**src/rtl/stage_memory_pkg.sv**
```systemverilog
// Shared types for the MEM stage: pipeline control structs, access widths and FSM states.
package stage_memory_pkg;

  typedef struct packed {
    logic       MemRead;
    logic       MemWrite;
    logic [1:0] MemWidth;
    logic       MemUnsigned;
  } MEM_Control_t;

  typedef struct packed {
    logic RegWrite;
    logic MemToReg;
  } WB_Control_t;

  typedef struct packed {
    logic [4:0] rs1;
    logic [4:0] rs2;
    logic [4:0] rd;
  } RegisterIDs_t;

  localparam logic [1:0] MEMWIDTH_B = 2'b00;
  localparam logic [1:0] MEMWIDTH_H = 2'b01;
  localparam logic [1:0] MEMWIDTH_W = 2'b10;

  typedef enum logic {
    S_IDLE,
    S_WAIT
  } state_t;

  // Width code 11 has no legal alignment, so it always faults.
  function automatic logic is_misaligned(input logic [1:0] width, input logic [1:0] addr_lo);
    case (width)
      MEMWIDTH_B: is_misaligned = 1'b0;
      MEMWIDTH_H: is_misaligned = addr_lo[0];
      MEMWIDTH_W: is_misaligned = (addr_lo != 2'b00);
      default:    is_misaligned = 1'b1;
    endcase
  endfunction

endpackage

```
**src/rtl/mem_lane_align.sv**
```systemverilog
// Byte-lane steering for stores and lane extraction with sign/zero extension for loads.
// Purely combinational; no latency and no flow control.
module mem_lane_align
  import stage_memory_pkg::*;
(
  input  logic [1:0]  st_width,
  input  logic [1:0]  st_addr_lo,
  input  logic [31:0] st_data,
  output logic [3:0]  st_byte_en,
  output logic [31:0] st_wdata,
  input  logic [1:0]  ld_width,
  input  logic [1:0]  ld_addr_lo,
  input  logic        ld_unsigned,
  input  logic [31:0] ld_rdata,
  output logic [31:0] ld_data
);

  logic [7:0]  ld_byte;
  logic [15:0] ld_half;

  always_comb begin
    st_byte_en = 4'b1111;
    st_wdata   = st_data;
    case (st_width)
      MEMWIDTH_B: begin
        st_byte_en = 4'b0001 << st_addr_lo;
        st_wdata   = {4{st_data[7:0]}};
      end
      MEMWIDTH_H: begin
        st_byte_en = st_addr_lo[1] ? 4'b1100 : 4'b0011;
        st_wdata   = {2{st_data[15:0]}};
      end
      default: ;
    endcase
  end

  always_comb begin
    ld_byte = ld_rdata[7:0];
    case (ld_addr_lo)
      2'd1:    ld_byte = ld_rdata[15:8];
      2'd2:    ld_byte = ld_rdata[23:16];
      2'd3:    ld_byte = ld_rdata[31:24];
      default: ld_byte = ld_rdata[7:0];
    endcase
    ld_half = ld_addr_lo[1] ? ld_rdata[31:16] : ld_rdata[15:0];

    ld_data = ld_rdata;
    case (ld_width)
      MEMWIDTH_B: ld_data = ld_unsigned ? {24'd0, ld_byte} : {{24{ld_byte[7]}}, ld_byte};
      MEMWIDTH_H: ld_data = ld_unsigned ? {16'd0, ld_half} : {{16{ld_half[15]}}, ld_half};
      default: ;
    endcase
  end

endmodule

```
**src/rtl/stage_memory.sv**
```systemverilog
// MEM stage: EX/MEM -> MEM/WB, running loads/stores over a req/ack port; non-memory ops take 1 cycle.
// Stalls upstream from a memory op's arrival until the ack cycle; misaligned ops fault without a request.
module stage_memory
  import stage_memory_pkg::*;
(
  input  logic         i_Clock,
  input  logic         i_Reset,
  input  MEM_Control_t i_MEM_Control,
  input  WB_Control_t  i_WB_Control,
  input  RegisterIDs_t i_RegisterIDs,
  input  logic [31:0]  i_AluOutput,
  input  logic [31:0]  i_rs2Value,
  output WB_Control_t  o_WB_Control,
  output RegisterIDs_t o_RegisterIDs,
  output logic [31:0]  o_AluOutput,
  output logic [31:0]  o_MemReadData,
  output logic         o_Stall,
  output logic         o_DmemReq,
  output logic         o_DmemWe,
  output logic [31:0]  o_DmemAddr,
  output logic [3:0]   o_DmemByteEn,
  output logic [31:0]  o_DmemWData,
  input  logic         i_DmemAck,
  input  logic [31:0]  i_DmemRData,
  output logic         o_MisalignedFault,
  output logic [31:0]  o_FaultAddr
);

  state_t       state, state_nxt;
  logic         mem_op, misaligned, accept;
  logic [3:0]   st_byte_en;
  logic [31:0]  st_wdata, ld_data;

  logic [31:0]  lat_addr;
  logic [1:0]   lat_width;
  logic         lat_unsigned;
  logic         lat_store;
  WB_Control_t  lat_wb;
  RegisterIDs_t lat_ids;

  assign mem_op     = i_MEM_Control.MemRead | i_MEM_Control.MemWrite;
  assign misaligned = is_misaligned(i_MEM_Control.MemWidth, i_AluOutput[1:0]);
  assign accept     = mem_op & ~misaligned;

  mem_lane_align u_align (
    .st_width    (i_MEM_Control.MemWidth),
    .st_addr_lo  (i_AluOutput[1:0]),
    .st_data     (i_rs2Value),
    .st_byte_en  (st_byte_en),
    .st_wdata    (st_wdata),
    .ld_width    (lat_width),
    .ld_addr_lo  (lat_addr[1:0]),
    .ld_unsigned (lat_unsigned),
    .ld_rdata    (i_DmemRData),
    .ld_data     (ld_data)
  );

  always_ff @(posedge i_Clock or posedge i_Reset) begin
    if (i_Reset) state <= S_IDLE;
    else         state <= state_nxt;
  end

  always_comb begin
    state_nxt = state;
    o_Stall   = 1'b0;
    case (state)
      S_IDLE: begin
        if (accept) begin
          o_Stall   = 1'b1;
          state_nxt = S_WAIT;
        end
      end
      S_WAIT: begin
        o_Stall = ~i_DmemAck;
        if (i_DmemAck) state_nxt = S_IDLE;
      end
      default: state_nxt = S_IDLE;
    endcase
  end

  always_ff @(posedge i_Clock or posedge i_Reset) begin
    if (i_Reset) begin
      o_WB_Control      <= '0;
      o_RegisterIDs     <= '0;
      o_AluOutput       <= '0;
      o_MemReadData     <= '0;
      o_DmemReq         <= 1'b0;
      o_DmemWe          <= 1'b0;
      o_DmemAddr        <= '0;
      o_DmemByteEn      <= '0;
      o_DmemWData       <= '0;
      o_MisalignedFault <= 1'b0;
      o_FaultAddr       <= '0;
      lat_addr          <= '0;
      lat_width         <= '0;
      lat_unsigned      <= 1'b0;
      lat_store         <= 1'b0;
      lat_wb            <= '0;
      lat_ids           <= '0;
    end else begin
      o_MisalignedFault <= 1'b0;
      case (state)
        S_IDLE: begin
          if (accept) begin
            lat_addr      <= i_AluOutput;
            lat_width     <= i_MEM_Control.MemWidth;
            lat_unsigned  <= i_MEM_Control.MemUnsigned;
            lat_store     <= i_MEM_Control.MemWrite;
            lat_wb        <= i_WB_Control;
            lat_ids       <= i_RegisterIDs;
            o_DmemReq     <= 1'b1;
            o_DmemWe      <= i_MEM_Control.MemWrite;
            o_DmemAddr    <= {i_AluOutput[31:2], 2'b00};
            o_DmemByteEn  <= st_byte_en;
            o_DmemWData   <= st_wdata;
            o_WB_Control  <= '0;
            o_MemReadData <= '0;
          end else if (mem_op) begin
            o_MisalignedFault <= 1'b1;
            o_FaultAddr       <= i_AluOutput;
            o_WB_Control      <= '0;
            o_MemReadData     <= '0;
          end else begin
            o_WB_Control  <= i_WB_Control;
            o_RegisterIDs <= i_RegisterIDs;
            o_AluOutput   <= i_AluOutput;
            o_MemReadData <= '0;
          end
        end
        S_WAIT: begin
          if (i_DmemAck) begin
            o_WB_Control  <= lat_wb;
            o_RegisterIDs <= lat_ids;
            o_AluOutput   <= lat_addr;
            o_MemReadData <= lat_store ? 32'd0 : ld_data;
            o_DmemReq     <= 1'b0;
          end else begin
            o_WB_Control  <= '0;
          end
        end
        default: ;
      endcase
    end
  end

endmodule

```
**config.mk**
```make
export PLATFORM = sky130hd
export DESIGN_NAME = stage_memory
export DESIGN_NICKNAME = d
export VERILOG_FILES = /design/src/rtl/stage_memory_pkg.sv /design/src/rtl/mem_lane_align.sv /design/src/rtl/stage_memory.sv
export SDC_FILE = /design/constraint.sdc
export NUM_CORES = 1
export LEC_CHECK = 0
export CELL_PAD_IN_SITES_DETAIL_PLACEMENT = 1
export CELL_PAD_IN_SITES_GLOBAL_PLACEMENT = 2
export CORE_ASPECT_RATIO = 1.1
export CORE_MARGIN = 2
export CORE_UTILIZATION = 30
export CTS_BUF_LIST = sky130_fd_sc_hd__clkbuf_4 sky130_fd_sc_hd__clkbuf_8
export DETAILED_ROUTE_END_ITERATION = 10
export MAX_ROUTING_LAYER = met4
export PLACE_DENSITY_LB_ADDON = 0.1
export SETUP_SLACK_MARGIN = 0.15
export SLEW_MARGIN = 10
export SYNTH_ARGS = -nofsm -noshare
export SYNTH_HDL_FRONTEND = slang
export SYNTH_SLANG_ARGS = --single-unit
```
**constraint.sdc**
```tcl
create_clock -name i_Clock -period 8.2 [get_ports i_Clock]
set_clock_uncertainty 0.05 [all_clocks]
set_input_delay 1.64 -clock i_Clock [delete_from_list [all_inputs] [get_ports i_Clock]]
set_output_delay 1.64 -clock i_Clock [all_outputs]
set_load 0.005 [all_outputs]
```
== Word level (Yosys, flattened, before mapping) ==
Index checks and enable logic that the tools add are counted.

* Input bits: 121
* Word-level logic and storage cells: 81
* Output and inout bits: 185
* Register bits after elaboration: 235

* Reductions and logical operators: 7
* Mux-type cells: 34
* Equality and inequality tests: 10
* Shifts and indexed selects: 1
* Bitwise gates (word level): 6

{| class="wikitable"
|+ Operator list
! kind !! number
|-
| $pmux W32 S2 || 4
|-
| $mux W32 || 7
|-
| $mux W15 || 3
|-
| $pmux W15 S2 || 1
|-
| $pmux W8 S3 || 1
|-
| $mux W16 || 1
|-
| $ne A2 B2 Y1 const B || 4
|-
| $pmux W4 S2 || 1
|-
| $mux W1 || 7
|-
| $eq A2 B1 Y1 const B || 3
|-
| $eq A2 B2 Y1 const B || 3
|-
| $mux W2 || 3
|-
| $pmux W1 S2 || 3
|-
| $reduce_and A3 Y1 || 2
|-
| $logic_not A2 Y1 || 2
|-
| $mux W4 || 1
|-
| $not A1 Y1 || 4
|-
| $pmux W2 S2 || 1
|-
| $reduce_and A2 Y1 || 2
|-
| $shl A1 B2 Y4 const A || 1
|-
| $pmux W1 S3 || 1
|-
| $reduce_bool A2 Y1 || 1
|-
| $and A1 B1 Y1 || 1
|-
| $or A1 B1 Y1 || 1
|}

== Logic depth before layout (Yosys ltp) ==
Gate-level depths: netlist of the first run.

* Word-level depth: 7
* Gate-level depth with buffers: 9
* Depth with buffers taken out: 4

== Modules after synthesis ==
A second synthesis of the first run with hierarchy kept.

* Cell total of the unflattened synthesis: 727
* Area total of the unflattened synthesis: 10199.8 µm²

{| class="wikitable"
|+ Modules (own cells, without submodules)
! module !! times used !! area an instance (µm²) !! sequential area each (µm²) !! cells each
|-
| stage_memory || 1 || 8767.2 || 5129.9 || 534
|-
| mem_lane_align || 1 || 1432.6 || 0.0 || 193
|}

== Worst setup path after synthesis of the first run ==
No wires, ideal clock.

* Path kind: in2out
* From: in i_MEM_Control[2] in the netlist's numbering
* To: out o_Stall
* Arrival time: 2968 ps
* Path slack: 3542 ps
* Data required time: 6510 ps
* Buffers on the path: 4
* Stages: 8
* Path through: buf_2 -> o21a_1 -> o22ai_4 -> and2_1 -> buf_2 -> buf_6 -> buf_4 -> or2_2

* Cells in the longest elaborated chain, start to end: 6
* Elaborated cells on any way between the ends: 8
* Those cells by class: eq/ne (2); mux (3); bitwise (2); reduce/logical (1)

{| class="wikitable"
|+ Ends and longest elaborated chain
! what !! line !! source
|-
| start: declaration || stage_memory.sv:8 || <nowiki>input MEM_Control_t i_MEM_Control,</nowiki>
|-
| $eq A2 B2 Y1, or another cell as far along || stage_memory_pkg.sv:33 || <nowiki>case (width)</nowiki>
|-
| $pmux W1 S3 (*) || stage_memory_pkg.sv:33 ||
|-
| $not A1 Y1 (*) || stage_memory.sv:43 || <nowiki>assign accept = mem_op & ~misaligned;</nowiki>
|-
| $and A1 B1 Y1 (*) || stage_memory.sv:43 ||
|-
| $mux W1 (*) || stage_memory.sv:68 || <nowiki>if (accept) begin</nowiki>
|-
| $pmux W1 S2 (*) || stage_memory.sv:66 || <nowiki>case (state)</nowiki>
|-
| end: declaration || stage_memory.sv:17 || <nowiki>output logic o_Stall,</nowiki>
|}

Mark *: on every way between the ends. The rest lies on a longest branch, timed or not.

== Worst setup path after layout of the first run ==
* From: in i_AluOutput[0]
* To: out o_Stall

* Cells in the longest elaborated chain, start to end: 6

{| class="wikitable"
|+ Ends and longest elaborated chain
! what !! line !! source
|-
| start: declaration || stage_memory.sv:11 || <nowiki>input logic [31:0] i_AluOutput,</nowiki>
|-
| $reduce_bool A2 Y1 || stage_memory_pkg.sv:36 || <nowiki>MEMWIDTH_W: is_misaligned = (addr_lo != 2'b00);</nowiki>
|-
| $pmux W1 S3 (*) || stage_memory_pkg.sv:33 ||
|-
| $not A1 Y1 (*) || stage_memory.sv:43 ||
|-
| $and A1 B1 Y1 (*) || stage_memory.sv:43 ||
|-
| $mux W1 (*) || stage_memory.sv:68 ||
|-
| $pmux W1 S2 (*) || stage_memory.sv:66 ||
|}

Marks and branches as above.

==> results.yml, run 1 <==
global_route:
  grt_first_pass_wirelength_mm: 44.3
  grt_remaining_overflow: 0
  met2_usage_pct: 28.1
  grt_use_met1_pct: 22.9
  busiest_layer: "met2"
  grt_start_max_net_pins: 136
  grt_antenna_before_repair: 0
  grt_pass1_vias: 7530
  grtUsageMet3_pct: 5.85
  track_usage_pct: 18.1
cells_and_area:
  final_cell_count_no_fill: 1490
  nets: 1170
  multi_input_area_mm2: 0.00361
  nFillCells: 3333
  drive_gt1_share_pct: 18.2
  regArea_mm2: 0.00513
  syn_to_final_growth_pct: 42.5
  n_antenna_cell: 0
critical_path:
  arrival_ns: 4.50
  r2r-end: "lat_addr[21]"
  crit_start: "i_AluOutput[0]"
  criticalPathCategory: "primary input to output pin"
  r2r_cells: 4
  reg2reg_setup_slack_ns: 4.69
  cp.required_ns: 6.51
  path_max_fanout: 40
  reg2reg_from: "state"
  critPathLaunchType: "primary input"
  endpoint: "o_Stall"
  endpoint_kind: "output pin"
clock_network:
  clkLatencyLatePin_ns: 0.52
  cts-htree-levels: 2
  cts-root-buf: "clkbuf_8"
  cts_hold_buf: 0
  cts_inserted_buffers: 38
  clock_sinks: 205
  cts_tree: "built"
  clk_pin_slew_worst_paths_ns: 0.05
  cts_resized: 0
  cts_setup_buffers: 0
  cts_buffer_depth: 3
die:
  die_w_um: 171
  core_mm2: 0.0304
  die_height_um: 188
  ios: 306
  dieArea_mm2: 0.0323
  num_rows: 67
  start_util_pct: 30.4
place:
  gp_congestion: 0.751
  dp.cells: 1423
  detailed_place_hpwl_mm: 19.1
  port_buffers: 303
  pre_cts_ws_ns: 1.99
hold_path:
  hold_class: "flip-flop to flip-flop"
synthesis:
  async_flop_share_pct: 100
  syn_inst: 785
  syn_area_per_cell_um2: 11.8
  synth_seq_area_share_pct: 55.5
  synth_cell_type_count: 44
  ys.flop_type: "dfrtp_1"
  synth-seq-cells: 205
  synth_area_mm2: 0.00925
  synth_edf_count: 0
  yosys_warnings: 0
power_and_ir_drop:
  p_per_area_mw_per_mm2: 286
  totalPowerFinal_mw: 3.77
  leakage_nw: 5.41
  irDropWorstVdd_uv: 165
run:
  maxCapViolCount: 0
drt:
  drtIter0Drc: 286
  first_pass_iters: 4
  num_vias: 6988
  drc_errors: 0
  final_antenna_net_count: 0
  finalWirelength_mm: 28.3
  wire_per_inst_um: 19.0
  drt-vias-per-instance: 4.69
sta:
  rsz0062_at_grt: "no"
  slew_violations: 0
  finalWorstSetupSlack_ns: 2.01
  slew_headroom_pct: 23.0
  tightest_slew_ns: 1.16
  fin_tns_setup_ns: 0
  hold_viol_final: 0
  fmax_mhz: 162
  fin_crit_ns: 6.19
  period_share_pct: 75.5
  setup_violations: 0
status:
  outcome: "finished, final reports clean"
[kinds of logic after synthesis]
logic type	after synthesis	synth area share, %
DFF	205	55.5
xor gates and xnor gates	1	0.0947
buffers and inverters	96	5.84
other	1	0.0405
and+or+nand+nor	125	5.95
muxes	177	20.5
AOI/OAI and AO/OA	180	12.1
[worst min path at each step]
stage | startpoint | endpoint | slack, ns | cells past startpoint
after floorplan | lat_ids[10] | lat_ids[10] | 0.41 | 1
after global placement | o_MemReadData[0] | o_MemReadData[0] | 0.41 | 2
after detailed placement | o_DmemByteEn[2] | o_DmemByteEn[2] | 0.42 | 1
after CTS | o_DmemByteEn[2] | o_DmemByteEn[2] | 0.44 | 1
after global routing | o_DmemByteEn[2] | o_DmemByteEn[2] | 0.45 | 1
final | o_MemReadData[3] | o_MemReadData[3] | 0.43 | 2
[cell usage in the layout, fill, tap and decap left out, drive strengths merged, types with 2 or more instances in the layout]
| cell | instances |
|---|---|
| a32oi | 3 |
| nor2 | 56 |
| clkdlybuf4s50 | 303 |
| o21ai | 39 |
| buf | 7 |
| nand3 | 6 |
| nand2 | 34 |
| conb | 2 |
| inv | 9 |
| or3 | 4 |
| nor3 | 5 |
| a2111oi | 5 |
| nor2b | 3 |
| a21o | 2 |
| mux2 | 101 |
| o21a | 5 |
| a221o | 18 |
| nand2b | 11 |
| clkbuf | 66 |
| a32o | 2 |
| dfrtp | 205 |
| a21oi | 98 |
| mux2i | 76 |
[sequential cells by signal, indices dropped and copies added (netlist names)]
register	flops
o_DmemByteEn	4
state	1
o_FaultAddr	32
o_DmemReq	1
o_AluOutput	32
o_DmemWData	32
lat_width	2
lat_addr	32
lat_store	1
o_WB_Control	2
lat_wb	2
o_MemReadData	32
o_MisalignedFault	1
lat_ids	15
o_RegisterIDs	15
lat_unsigned	1
[metal layers]
| metal | part of all wire (%) | wire length, um | vias to the layer above |
|---|---|---|---|
| li1 | - | - | 3292 |
| met1 | 44 | 12400 | 3424 |
| met2 | 46 | 13100 | 220 |
| met3 | 8.1 | 2300 | 52 |
| met4 | 2.0 | 573 | 0 |
| met5 | 0 | 0 | - |
[stage by stage]
step	cell area [um^2]	utilization (%)	hold slack (ns)
2_1_floorplan	9250	-	0.408
3_3_place_gp	12400	40.7	0.414
3_5_place_dp	12400	40.7	0.420
4_1_cts	13200	43.3	0.438
5_1_grt	13200	43.3	0.452
6_report	13200	43.3	0.432
[report_power, final]
group | internal, mW | switching, mW | total [mW]
combinational | 0.751 | 0.465 | 1.22
sequential | 1.30 | 0.220 | 1.52
clock | 0.600 | 0.429 | 1.03
total | 2.65 | 1.11 | 3.77
[Yosys cell counts (5+ instances only)]
library cell | count | share of area (%)
a21oi_1 | 98 | 5.3
a221o_1 | 7 | 0.76
a221o_2 | 11 | 1.3
buf_1 | 12 | 0.49
buf_2 | 15 | 0.81
buf_4 | 35 | 2.8
clkbuf_1 | 21 | 0.85
dfrtp_1 | 205 | 55
inv_1 | 9 | 0.37
mux2_2 | 99 | 12
mux2i_1 | 76 | 8.2
nand2_1 | 34 | 1.4
nand2b_1 | 11 | 0.74
nand3_1 | 6 | 0.32
nor2_1 | 56 | 2.3
nor3_1 | 5 | 0.27
o21a_1 | 5 | 0.41
o21ai_0 | 38 | 2.1
[cell type report]
class,count,share of cell area (%)
inverters,9,0.313
well taps,414,3.93
clock buffers,66,5.99
flip-flops and latches,205,38.9
clock inverters,1,0.0570
repair buffers,310,23.4
multi-input cells,485,27.4
[critical path: stages]
cell	delay, ns
clkdlybuf4s50_1	0.69
o21a_1	0.34
o22ai_4	0.48
and2_4	0.61
or2_2	0.22
clkdlybuf4s50_1	0.49
(Power assumes the default switching activity.)
==> run 2, diff against run 1 <==
==> constraint.sdc (replaced) <==
create_clock -name i_Clock -period 5.9 [get_ports i_Clock]
set_clock_uncertainty 0.05 [all_clocks]
set_input_delay 1.18 -clock i_Clock [delete_from_list [all_inputs] [get_ports i_Clock]]
set_output_delay 1.18 -clock i_Clock [all_outputs]
set_load 0.005 [all_outputs]
==> run 2 against run 1 <==
Compared with the run above:
- power up 39%
- critical path depth unchanged
- sequential share of layout area is 0.10 points lower
- utilization grew 0.12 points
- worst hold slack got worse by 0.0059 ns
- critical path type unchanged
- highest routed layer unchanged
- final area increased by 0.27%
- via count is 1.4% higher
- sequential power grew 37%
- die area is the same
- largest cell class unchanged
- clock-buffer cell count down 4
- global-route usage shrank 0.052 points
==> results.yml, run 2 (same netlist as run 1, synthesis figures left out) <==
sta:
  fin_crit_ns: 4.50
  fmax_mhz: 222
  tightest_slew_ns: 1.17
  fin_tns_setup_ns: 0
  setup_violations: 0
  slew_headroom_pct: 21.9
  period_share_pct: 76.3
  finalWorstSetupSlack_ns: 1.40
  slew_violations: 0
  hold_viol_final: 0
  rsz0062_at_grt: "no"
drt:
  drt-vias-per-instance: 4.73
  final_antenna_net_count: 0
  wire_per_inst_um: 19.0
  drc_errors: 0
  drtIter0Drc: 351
  finalWirelength_mm: 28.5
  first_pass_iters: 5
  num_vias: 7085
clock_network:
  clkLatencyLatePin_ns: 0.54
  cts_buffer_depth: 3
  clock_sinks: 205
  cts_tree: "built"
  cts-htree-levels: 2
  cts_resized: 0
  cts_hold_buf: 0
  cts_inserted_buffers: 39
  cts_setup_buffers: 0
  cts-root-buf: "clkbuf_8"
  clk_pin_slew_worst_paths_ns: 0.06
die:
  core_mm2: 0.0304
  die_height_um: 188
  start_util_pct: 30.4
  ios: 306
  dieArea_mm2: 0.0323
  die_w_um: 171
  num_rows: 67
cells_and_area:
  layout_common_cells: "303 x clkdlybuf4s50_1, 204 x dfrtp_1, 99 x mux2_2"
  nets: 1177
  syn_to_final_growth_pct: 42.9
  layout_commonest_cell: "clkdlybuf4s50_1"
  drive_gt1_share_pct: 18.6
critical_path:
  reg2reg_from: "state"
  reg2reg_setup_slack_ns: 2.74
  critPathLaunchType: "primary input"
  crit_buf_inv: 2
  slowest_delay_ns: 0.82
  r2r_cells: 5
  path_max_fanout: 14
  endpoint_kind: "output pin"
  cp.required_ns: 4.67
  cp_cell_sequence: "clkdlybuf4s50_1, o21a_1, o22ai_4, and2_4, or2_2, clkdlybuf4s50_1"
  criticalPathCategory: "primary input to output pin"
  slowest_stage: "clkdlybuf4s50_1"
  worst_path_most_repeated_cell: "clkdlybuf4s50_1"
  r2r-end: "lat_addr[31]"
  cpLargestDelayFamily: "buffers and inverters"
  arrival_ns: 3.27
hold_path:
  hold_path_end: "o_MemReadData[3]"
  hold_class: "flip-flop to flip-flop"
  min_from: "o_MemReadData[3]"
  holdPathStages: 2
place:
  port_buffers: 303
  pre_cts_ws_ns: 1.38
  gp_congestion: 0.754
  detailed_place_hpwl_mm: 19.2
global_route:
  grt_start_max_net_pins: 123
  grt_antenna_before_repair: 1
  grt_pass1_vias: 7740
  grt_first_pass_wirelength_mm: 44.3
  grt_remaining_overflow: 0
  track_usage_pct: 18.1
power_and_ir_drop:
  irDropWorstVdd_uv: 208
  totalPowerFinal_mw: 5.22
  p_per_area_mw_per_mm2: 395
  leakage_nw: 5.44
status:
  outcome: "finished, final reports clean"
run:
  maxCapViolCount: 0
run 2: cell types whose count changed in the layout (fill, tap and decap cells not counted), sizes merged:
cell    previous run  this run
inv                9         8
clkinv             0         5
buf                7        13
clkbuf            66        62
diode              0         1
run 2: how the worst max path moves through the flow:
stage,start,to,slack (ns),cells after the start
after global placement,i_AluOutput[0],o_Stall,1.40,6
after floorplan,i_Reset,lat_addr[0],2.01,1
after detailed placement,i_AluOutput[0],o_Stall,1.38,6
final,i_AluOutput[0],o_Stall,1.40,6
after global routing,i_AluOutput[0],o_Stall,1.31,6
after CTS,i_AluOutput[0],o_Stall,1.39,6
run 2: cell type report:
class / instances / area [um^2]
fillers: 3266 / 17200
flip-flops and latches: 205 / 5130
multi-input cells: 485 / 3600
repair buffers: 316 / 3140
clock buffers: 62 / 753
well taps: 414 / 518
inverters: 9 / 37.5
clock inverters: 5 / 25.0
diodes: 1 / 2.50
run 2: stage by stage:
step	cells	hold WS, ns	util (%)	area, um^2
after floorplan	786	0.408	-	9260
after global placement	1429	0.416	40.9	12400
after detailed placement	1429	0.419	40.9	12400
after CTS	1496	0.432	43.4	13200
after global routing	1497	0.461	43.4	13200
final	1497	0.426	43.4	13200
run 2: per-layer routing:
layer / wire (um) / GRT usage, % / share of wire [%] / up-vias
li1: - / - / - / 3304
met1: 12600 / 22.9 / 44 / 3496
met2: 12800 / 27.1 / 45 / 242
met3: 2460 / 6.44 / 8.6 / 43
met4: 633 / 5.22 / 2.2 / 0
met5: 0 / - / 0 / -
run 2: tightest hold or removal path, stage by stage (launching register included):
cell,delay (ns)
dfrtp_1,0.34
nand2_1,0.04
o21ai_0,0.06
run 2: where the power goes:
part,internal [mW],switching [mW]
combinational,1.05,0.681
sequential,1.81,0.272
clock,0.804,0.609
==> run 3, diff against run 2 <==
==> constraint.sdc (replaced) <==
create_clock -name i_Clock -period 4.6 [get_ports i_Clock]
set_clock_uncertainty 0.05 [all_clocks]
set_input_delay 0.92 -clock i_Clock [delete_from_list [all_inputs] [get_ports i_Clock]]
set_output_delay 0.92 -clock i_Clock [all_outputs]
set_load 0.005 [all_outputs]
==> run 3 against run 2 <==
Compared with the run above:
- utilization rose by 0.20 points
- die area did not move
- final cell count rose by 0.20%
- critical path depth did not move
- non-clock buffer count rose by 6
- power rose by 28%
- first-iteration DRC count fell by 26%
- final area rose by 0.45%
- combinational power rose by 29%
- sequential power rose by 28%
- global-route usage rose by 0.41 points
- largest cell class unchanged
- highest routed layer unchanged
==> results.yml, run 3 (same netlist as run 1, synthesis figures left out) <==
critical_path:
  reg2reg_setup_slack_ns: 1.84
  cpLargestDelayFamily: "buffers and inverters"
  crit_buf_inv: 2
  r2r_cells: 4
  critPathLaunchType: "primary input"
  arrival_ns: 2.69
  endpoint_kind: "output pin"
  cp.required_ns: 3.63
  worst_path_most_repeated_cell: "clkdlybuf4s50_1"
  r2r-end: "o_MemReadData[18]"
  slowest_delay_ns: 0.58
  cp_cell_sequence: "clkdlybuf4s50_1, o21a_1, o22ai_4, and2_4, or2_2, clkdlybuf4s50_1"
  path_max_fanout: 3
  reg2reg_from: "lat_addr[1]"
  criticalPathCategory: "primary input to output pin"
  slowest_stage: "clkdlybuf4s50_1"
hold_path:
  hold_class: "flip-flop to flip-flop"
  hold_path_end: "o_MemReadData[4]"
  min_from: "o_MemReadData[4]"
  holdPathStages: 2
clock_network:
  clock_sinks: 205
  cts-root-buf: "clkbuf_8"
  cts_hold_buf: 0
  cts-htree-levels: 2
  cts_inserted_buffers: 39
  cts_tree: "built"
  cts_setup_buffers: 0
  cts_buffer_depth: 3
  clk_pin_slew_worst_paths_ns: 0.05
  clkLatencyLatePin_ns: 0.53
  cts_resized: 0
status:
  outcome: "finished, final reports clean"
sta:
  fin_crit_ns: 3.66
  finalWorstSetupSlack_ns: 0.939
  setup_violations: 0
  hold_viol_final: 0
  holdWs_ns: 0.434
  fmax_mhz: 273
  tightest_slew_ns: 1.11
  fin_tns_setup_ns: 0
  period_share_pct: 79.6
  slew_violations: 0
  slew_headroom_pct: 26.0
  rsz0062_at_grt: "no"
place:
  port_buffers: 303
  detailed_place_hpwl_mm: 19.7
  gp_congestion: 0.742
  place_area_mm2: 0.0125
  pre_cts_ws_ns: 0.898
  dp.cells: 1435
die:
  num_rows: 67
  ios: 306
  die_w_um: 171
  die_height_um: 188
  core_mm2: 0.0304
  start_util_pct: 30.4
  dieArea_mm2: 0.0323
global_route:
  track_usage_pct: 18.5
  grt_start_max_net_pins: 79
  grt_pass1_vias: 7766
  grt_first_pass_wirelength_mm: 45.0
  grt_remaining_overflow: 0
  grt_antenna_before_repair: 0
drt:
  num_vias: 7104
  final_antenna_net_count: 0
  drtIter0Drc: 260
  wire_per_inst_um: 19.1
  first_pass_iters: 5
  drt-vias-per-instance: 4.74
  finalWirelength_mm: 28.6
  drc_errors: 0
cells_and_area:
  multi_input_area_mm2: 0.00360
  nets: 1183
  syn_to_final_growth_pct: 43.5
  drive_gt1_share_pct: 18.9
  layout_commonest_cell: "clkdlybuf4s50_1"
  layout_common_cells: "303 x clkdlybuf4s50_1, 204 x dfrtp_1, 99 x mux2_2"
  nFillCells: 3297
  utilization_pct: 43.6
  final_cell_count_no_fill: 1500
  n_antenna_cell: 0
  design_area_mm2: 0.0133
  regArea_mm2: 0.00513
power_and_ir_drop:
  leakage_nw: 5.47
  totalPowerFinal_mw: 6.70
  p_per_area_mw_per_mm2: 505
  irDropWorstVdd_uv: 234
run:
  maxCapViolCount: 0
run 3: cell count changes in the layout (fill, tap and decap cells not counted):
| cell | before | now |
|---|---|---|
| diode_2 | 1 | 0 |
| clkbuf_8 | 46 | 48 |
| clkbuf_4 | 16 | 15 |
| clkinv_2 | 5 | 2 |
| buf_4 | 12 | 17 |
| buf_12 | 1 | 2 |
run 3: power by group:
group	internal, mW	total (mW)	switching [mW]
registers	2.32	2.66	0.343
clock network	1.05	1.81	0.759
logic	1.35	2.23	0.877
run 3: final cells by class:
class / count / area share, %
Multi-Input combinational cell: 485 / 27.1
Clock inverter: 2 / 0.0754
Clock buffer: 63 / 5.82
Tap cell: 414 / 3.90
Inverter: 9 / 0.283
Sequential cell: 205 / 38.7
Timing Repair Buffer: 322 / 24.1
run 3: per-layer routing:
layer / track usage [%] / vias up / routed length, um
met5: - / - / 0
met4: 4.60 / 0 / 503
met3: 6.08 / 38 / 2470
met2: 28.8 / 233 / 13300
met1: 23.1 / 3508 / 12400
li1: - / 3325 / -
run 3: worst max-delay path by stage:
| stage | from | to | slack [ns] | cells after the start |
|---|---|---|---|---|
| after floorplan | i_Reset | lat_addr[0] | 0.97 | 1 |
| after global placement | i_AluOutput[1] | o_Stall | 0.88 | 6 |
| after detailed placement | i_AluOutput[1] | o_Stall | 0.90 | 6 |
| after CTS | i_AluOutput[1] | o_Stall | 0.89 | 6 |
| after global routing | i_AluOutput[1] | o_Stall | 0.85 | 6 |
| final | i_AluOutput[1] | o_Stall | 0.94 | 6 |
run 3: tightest hold or removal path: stages (launching register included):
cell     delay [ns]
dfrtp_1        0.34
nand2_1        0.05
o21ai_0        0.06
